===== src/rtl/signed_frame_accumulator.sv =====
// Sums fixed-length frames of signed samples with saturating arithmetic and
// holds each frame total (plus sticky saturation flag) until the sink takes it.
module signed_frame_accumulator #(
    parameter int DATA_W = 4,
    parameter int SUM_W  = 6,
    parameter int COUNT  = 8
) (
    input  logic              clk,
    input  logic              rst_n,
    input  logic              clear,
    input  logic [DATA_W-1:0] in_data,
    input  logic              in_valid,
    output logic              in_ready,
    output logic [SUM_W-1:0]  out_sum,
    output logic              out_sat,
    output logic              out_valid,
    input  logic              out_ready
);
    localparam int CNT_W = $clog2(COUNT + 1);
    localparam logic signed [SUM_W:0] MAX_V = {2'b00, {(SUM_W-1){1'b1}}};
    localparam logic signed [SUM_W:0] MIN_V = {2'b11, {(SUM_W-1){1'b0}}};

    typedef enum logic [1:0] {IDLE, ACCUM, HOLD} state_t;

    state_t             state_reg, state_next;
    logic [SUM_W-1:0]   acc_reg, acc_next;
    logic [CNT_W-1:0]   cnt_reg, cnt_next;
    logic               sat_reg, sat_next;
    logic [SUM_W-1:0]   out_sum_reg, out_sum_next;
    logic               out_sat_reg, out_sat_next;

    logic signed [SUM_W:0] in_ext, acc_ext, raw_sum;
    logic [SUM_W-1:0]      clamped;
    logic                  ovf;
    logic                  accept;

    // One guard bit above the accumulator width lets the raw add overflow
    // detectably before clamping.
    genvar gi;
    generate
        for (gi = 0; gi <= SUM_W; gi++) begin : g_ext
            if (gi < DATA_W) begin : g_in_lo
                assign in_ext[gi] = in_data[gi];
            end else begin : g_in_hi
                assign in_ext[gi] = in_data[DATA_W-1];
            end
            if (gi < SUM_W) begin : g_acc_lo
                assign acc_ext[gi] = acc_reg[gi];
            end else begin : g_acc_hi
                assign acc_ext[gi] = acc_reg[SUM_W-1];
            end
        end
    endgenerate

    assign raw_sum = in_ext + acc_ext;

    always_comb begin
        clamped = raw_sum[SUM_W-1:0];
        ovf     = 1'b0;
        if (raw_sum > MAX_V) begin
            clamped = MAX_V[SUM_W-1:0];
            ovf     = 1'b1;
        end else if (raw_sum < MIN_V) begin
            clamped = MIN_V[SUM_W-1:0];
            ovf     = 1'b1;
        end
    end

    assign in_ready  = rst_n && (state_reg != HOLD);
    assign out_valid = (state_reg == HOLD);
    assign out_sum   = out_sum_reg;
    assign out_sat   = out_sat_reg;
    assign accept    = in_valid && in_ready;

    always_ff @(posedge clk or negedge rst_n) begin
        if (!rst_n) begin
            state_reg   <= IDLE;
            acc_reg     <= '0;
            cnt_reg     <= '0;
            sat_reg     <= 1'b0;
            out_sum_reg <= '0;
            out_sat_reg <= 1'b0;
        end else begin
            state_reg   <= state_next;
            acc_reg     <= acc_next;
            cnt_reg     <= cnt_next;
            sat_reg     <= sat_next;
            out_sum_reg <= out_sum_next;
            out_sat_reg <= out_sat_next;
        end
    end

    always_comb begin
        state_next   = state_reg;
        acc_next     = acc_reg;
        cnt_next     = cnt_reg;
        sat_next     = sat_reg;
        out_sum_next = out_sum_reg;
        out_sat_next = out_sat_reg;
        if (clear) begin
            // Abort wins over accepts and over a pending result handshake.
            state_next = IDLE;
            acc_next   = '0;
            cnt_next   = '0;
            sat_next   = 1'b0;
        end else begin
            case (state_reg)
                IDLE, ACCUM: begin
                    if (accept) begin
                        acc_next = clamped;
                        sat_next = sat_reg | ovf;
                        cnt_next = cnt_reg + CNT_W'(1);
                        if (cnt_reg == CNT_W'(COUNT - 1)) begin
                            state_next   = HOLD;
                            out_sum_next = clamped;
                            out_sat_next = sat_reg | ovf;
                        end else begin
                            state_next = ACCUM;
                        end
                    end
                end
                HOLD: begin
                    if (out_ready) begin
                        state_next = IDLE;
                        acc_next   = '0;
                        cnt_next   = '0;
                        sat_next   = 1'b0;
                    end
                end
                default: state_next = IDLE;
            endcase
        end
    end
endmodule


===== config.mk =====
export PLATFORM = sky130hd
export DESIGN_NAME = signed_frame_accumulator
export DESIGN_NICKNAME = d
export VERILOG_FILES = /design/src/rtl/signed_frame_accumulator.sv
export SDC_FILE = /design/constraint.sdc
export NUM_CORES = 1
export LEC_CHECK = 0
export ABC_AREA = 1
export BUFFER_PORTS_ARGS = -buffer_cell sky130_fd_sc_hd__buf_2
export CAP_MARGIN = 20
export CORE_MARGIN = 2
export CORE_UTILIZATION = 55
export DETAILED_ROUTE_END_ITERATION = 10
export PLACE_DENSITY = 0.77
export SYNTH_ARGS = -nofsm -noshare
export SYNTH_HDL_FRONTEND = slang
export SYNTH_SLANG_ARGS = --single-unit
export TNS_END_PERCENT = 5

===== constraint.sdc =====
create_clock -name clk -period 2.28 [get_ports clk]
set_input_delay 0.57 -clock clk [delete_from_list [all_inputs] [get_ports clk]]
set_output_delay 0.57 -clock clk [all_outputs]
set_load 0.01 [all_outputs]

== Word-level counts from Yosys, hierarchy flattened ==
Index checks and enable logic that the tools add are counted.
Storage, ports and cells
  flip-flop bits (word level): 20
  latch bits: 0
  memory bits (writable): 0
  bits in read-only memories: 0
  output and inout port bits: 9
  word-level logic and storage cells: 47
  memories: 0
Cells by class
  $add $sub $neg: 2
  multiply operators: 0
  divide/modulo/power cells: 0
  order comparisons: 2
  eq/ne operators: 6
  shifts and indexed selects: 0
  multiplexer cells: 21
  bitwise logic cells: 2
  reduce and logical (&&, ||, !) cells: 8
Operators with widths (count)
  two-way mux 6 bit: 5
  two-way mux 4 bit: 3
  one-hot mux 6 bit (2 select lines): 1
  two-way mux 2 bit: 4
  one-hot mux 4 bit (2 select lines): 1
  adder 4 x 6 -> 7 bit: 1
  > comparator 7 x 6 -> 1 bit, second input constant: 1
  < comparator 7 x 6 -> 1 bit, second input constant: 1
  two-way mux 1 bit: 5
  adder 4 x 1 -> 4 bit, second input constant: 1
  == test 4 x 3 -> 1 bit, second input constant: 1
  one-hot mux 2 bit (2 select lines): 1
  AND reduction 4 bit: 1
  inequality test 3 x 2 -> 1 bit, second input constant: 1
  inequality test 3 bit, second input constant: 1
  AND reduction 3 bit: 1
  nonzero test 3 bit: 1
  == test 2 x 1 -> 1 bit, second input constant: 1
  == test 2 bit, second input constant: 1
  logical AND 1 bit: 2
  logical NOT 2 bit: 1
  inequality test 2 bit, second input constant: 1
  one-hot mux 1 bit (2 select lines): 1
  AND reduction 2 bit: 1
  other kinds (3): 3

== Logic depth before layout (Yosys ltp) ==
  word-level depth: 8
  mapped depth: 13
  depth with buffers taken out: 13

== Worst setup path before layout ==
Ideal clock, no wire load.
  kind: input-to-reg
  from: in in_data[0]
  to: reg out_sat_reg, in the netlist out_sat
  library setup time: 0.116 ns
  arrival time: 1.870 ns
  setup slack: 0.294 ns
  stages: 12
  buffers on the path: 0
  cell sequence: ha_1 -> inv_1 -> fa_1 -> nand3b_1 -> nand2_1 -> nand2_1 -> nand2_1 -> nand2_1 -> nand2_2 -> nand3_1 -> nand2_1 -> nand2_1
On the way
  word-level cells in the longest chain between the ends: 5
  elaborated cells on any way between the ends: 6
  classes of those cells: add/sub: 1; order compare: 2; mux: 2; bitwise: 1
RTL lines
  from (decl): RTL line 11  | input logic [DATA_W-1:0] in_data,
  adder 4 x 6 -> 7 bit (*): RTL line 55  | assign raw_sum = in_ext + acc_ext;
  < comparator 7 x 6 -> 1 bit: RTL line 63  | end else if (raw_sum < MIN_V) begin
  two-way mux 1 bit: RTL line 63
  two-way mux 1 bit (*): RTL line 60  | if (raw_sum > MAX_V) begin
  bitwise OR 1 bit (*): RTL line 116  | out_sat_next = sat_reg | ovf;
  to (signal assigned): RTL line 89  | out_sat_reg <= out_sat_next;
  to (decl): RTL line 30  | logic out_sat_reg, out_sat_next;
Mark *: on every way between the ends. The rest lies on a longest branch, timed or not.
A chain may end at the register's enable or synchronous reset.

== Worst setup path in the final report ==
  from: reg acc_reg[0]
  to: reg out_sat_reg, in the netlist out_sat
On the way
  word-level cells in the longest chain between the ends: 5
  elaborated cells on any way between the ends: 6
  classes of those cells: add/sub: 1; order compare: 2; mux: 2; bitwise: 1
RTL lines
  from (decl): RTL line 26  | logic [SUM_W-1:0] acc_reg, acc_next;
  from (signal assigned): RTL line 85  | acc_reg <= acc_next;
  adder 4 x 6 -> 7 bit (*): RTL line 55
  < comparator 7 x 6 -> 1 bit: RTL line 63
  two-way mux 1 bit: RTL line 63
  two-way mux 1 bit (*): RTL line 60
  bitwise OR 1 bit (*): RTL line 116
Marked as above.

==> results.cfg <==
[cells_and_area]
fill_cells = 180
ff_latch_area_um2 = 500
area_delta_synth_final_pct = 13.8
multi_input_area_um2 = 601
layout-drive-gt1-share_pct = 20.5
final_cell_area_mm2 = 0.00134
final_nets = 194
utilization_pct = 67.1
layout_common_cells = 60 x nand2_1, 20 x dfrtp_1, 17 x buf_2
antennaDiodeCount = 0
final_common_cell = nand2_1

[yosys]
syn_area_mm2 = 0.00118
yosysTopAreaCellShare_pct = 42.4
synthSimpleGateAreaFrac_pct = 35.0
synth.area.top_cells = dfrtp_1 42%, nand2_1 19%, ha_1 7.4%
synth-compound-area-share_pct = 3.81
ys_ff_latch = 20
ys_types = 21
yosys_warnings = 0
muxShareOfSynthArea_pct = 0
synth_top_family_by_area = simple AND/OR/NAND/NOR gates
synth.avg_cell_area_um2 = 7.67
synth_adder_area_share_pct = 9.11
postSynthNetCount = 171
seq_area_frac_synth_pct = 42.4
yosysTopAreaCell = dfrtp_1
synthCells = 154
synth_xor_area_share_pct = 2.97

[floorplanning]
die_y_um = 50.3
coreArea_mm2 = 0.00200
rows = 16
pin_count = 18
start_util_pct = 59.0
die_w_um = 50.3
dieArea_mm2 = 0.00253

[timing]
period_share_pct = 85.1
rsz0062_at_grt = no
slew_viol_final = 0
clock.fmax_mhz = 516
setup_viol = 0
finalClockSkew_ns = 0.00476
hold_violations = 0
setup_tns_ns = 0
hold_slack_ns = 0.245
tightest_slew_ns = 0.349
max-slew-margin-rel_pct = 76.7
layout_min_cycle_time_ns = 1.94

[clock_network]
tritoncts = yes
cts_resized = 0
h-tree-depth = 1
clock_latency_ns = 0.30
post_cts_buffers = 0
cts-root-buf = clkbuf_4
ctsHoldBuffers = 0
cts_buffer_depth = 2
clkSinkCount = 20
clkTransAtPathRegs_ns = 0.12
cts_made_buffers = 3

[global_routing]
overflow = 0
grt_pass1_wl_um = 4210
grt_max_degree = 21
grt_util_all_layers_pct = 21.9
antenna_found_initial = 0
grt_pass1_vias = 1000

[job]
drv_cap = 0

[critical_path]
start_kind = flip-flop
arrival_ns = 2.15
cp-end-kind = flip-flop
worstPathMaxFanout = 9
required_ns = 2.49
crit_type = flip-flop to flip-flop

[power]
p_sw_share_pct = 41.6
p_leak_uw = 0.000813
power_switching_uw = 608
pwr-share-comb_pct = 47.6
share_seq_of_total_power_pct = 38.1
power_uw = 1460
p_clk_share_pct = 14.3
power.density_mw_per_mm2 = 1090
p_int_uw = 855
ir_drop_v = 0.000680

[detailed_routing]
drt-wirelength-per-cell_um = 10.9
ant_nets = 0
wl_met2_um = 1040
drt-pass1-iter-count = 4
drt_iter0_drc = 5
met1_length_um = 1030
dr_total_vias = 1005
top_layer = met4
wl_met3_um = 118
avgViaCountPerCell = 4.95
drc = 0
drt-total-wl_um = 2220

[place]
io_buffers = 17
detailed_place_hpwl_um = 1720
placed_area_mm2 = 0.00131
gp_congestion = 0.851

[min_path]
min_path_type = primary input to async pin

[outcome]
status = completed
final cells by class:
type                            instances  area share (%)
Multi-Input combinational cell        114            44.7
Sequential cell                        20            37.2
Timing Repair Buffer                   18            6.89
Inverter                               20            5.96
Clock buffer                            4            2.70
Tap cell                               27            2.51
power groups by stage:
stage / Combinational (µW) / Clock, µW / Sequential [µW]
after global routing: 825 / 223 / 573
final: 697 / 209 / 558
after floorplan: 504 / 0 / 575
after global placement: 677 / 0 / 561
after detailed placement: 700 / 0 / 565
after CTS: 706 / 208 / 558
Yosys cell counts:
cell type  count
xor2_1         1
nand2_1       60
o22ai_1        1
nand2_4        1
inv_1         15
ha_1           7
dfrtp_1       20
nand3b_1       1
xnor2_1        3
nand3_1       12
nand2_2        6
a22o_1         1
inv_2          3
nor3_1         2
nor2_4         1
inv_4          2
nor2_1        10
fa_1           1
a21oi_1        4
o21ai_0        2
nor3b_2        1
cells by family (layout without fill, tap and decap cells):
logic type,after synthesis,in the layout
buf+inv,20,42
simple gates,94,94
compound gates,8,8
fa+ha+maj,8,8
xor+xnor,4,4
flops,20,20
routing by layer:
layer,up-vias,global-route usage (%)
li1,525,-
met1,451,30.0
met2,24,36.4
met3,5,3.57
met4,0,5.41
met5,-,0
stage by stage:
| step | instances | setup WS (ns) |
|---|---|---|
| after floorplan | 154 | 0.294 |
| after global placement | 199 | 0.0904 |
| after detailed placement | 199 | 0.0493 |
| after CTS | 203 | 0.325 |
| after global routing | 203 | 0.111 |
| final | 203 | 0.340 |
critical path, cell delays in order (launching register included):
cell	delay (ns)
dfrtp_1	0.37
ha_1	0.17
inv_1	0.05
fa_1	0.39
nand3b_1	0.17
nand2_1	0.10
nand2_1	0.06
nand2_1	0.05
nand2_1	0.08
nand2_2	0.17
nand3_1	0.13
nand2_1	0.08
nand2_1	0.05
path summary, 6_finish.rpt:
| path | slack (ns) | startpoint | endpoint | cells after the start |
|---|---|---|---|---|
| worst max-delay path | 0.34 | acc_reg[0] | out_sat | 12 |
| worst min-delay path | 0.25 | rst_n | out_sum[3] | 2 |
| worst max register to register | 0.34 | acc_reg[0] | out_sat | 12 |
| worst min register to register | 0.49 | out_sum[3] | out_sum[3] | 2 |
| max in group asynchronous | 1.82 | rst_n | acc_reg[1] | 2 |
| min in group clk | 0.49 | out_sum[3] | out_sum[3] | 2 |
Power figures use the tool's default switching activity.
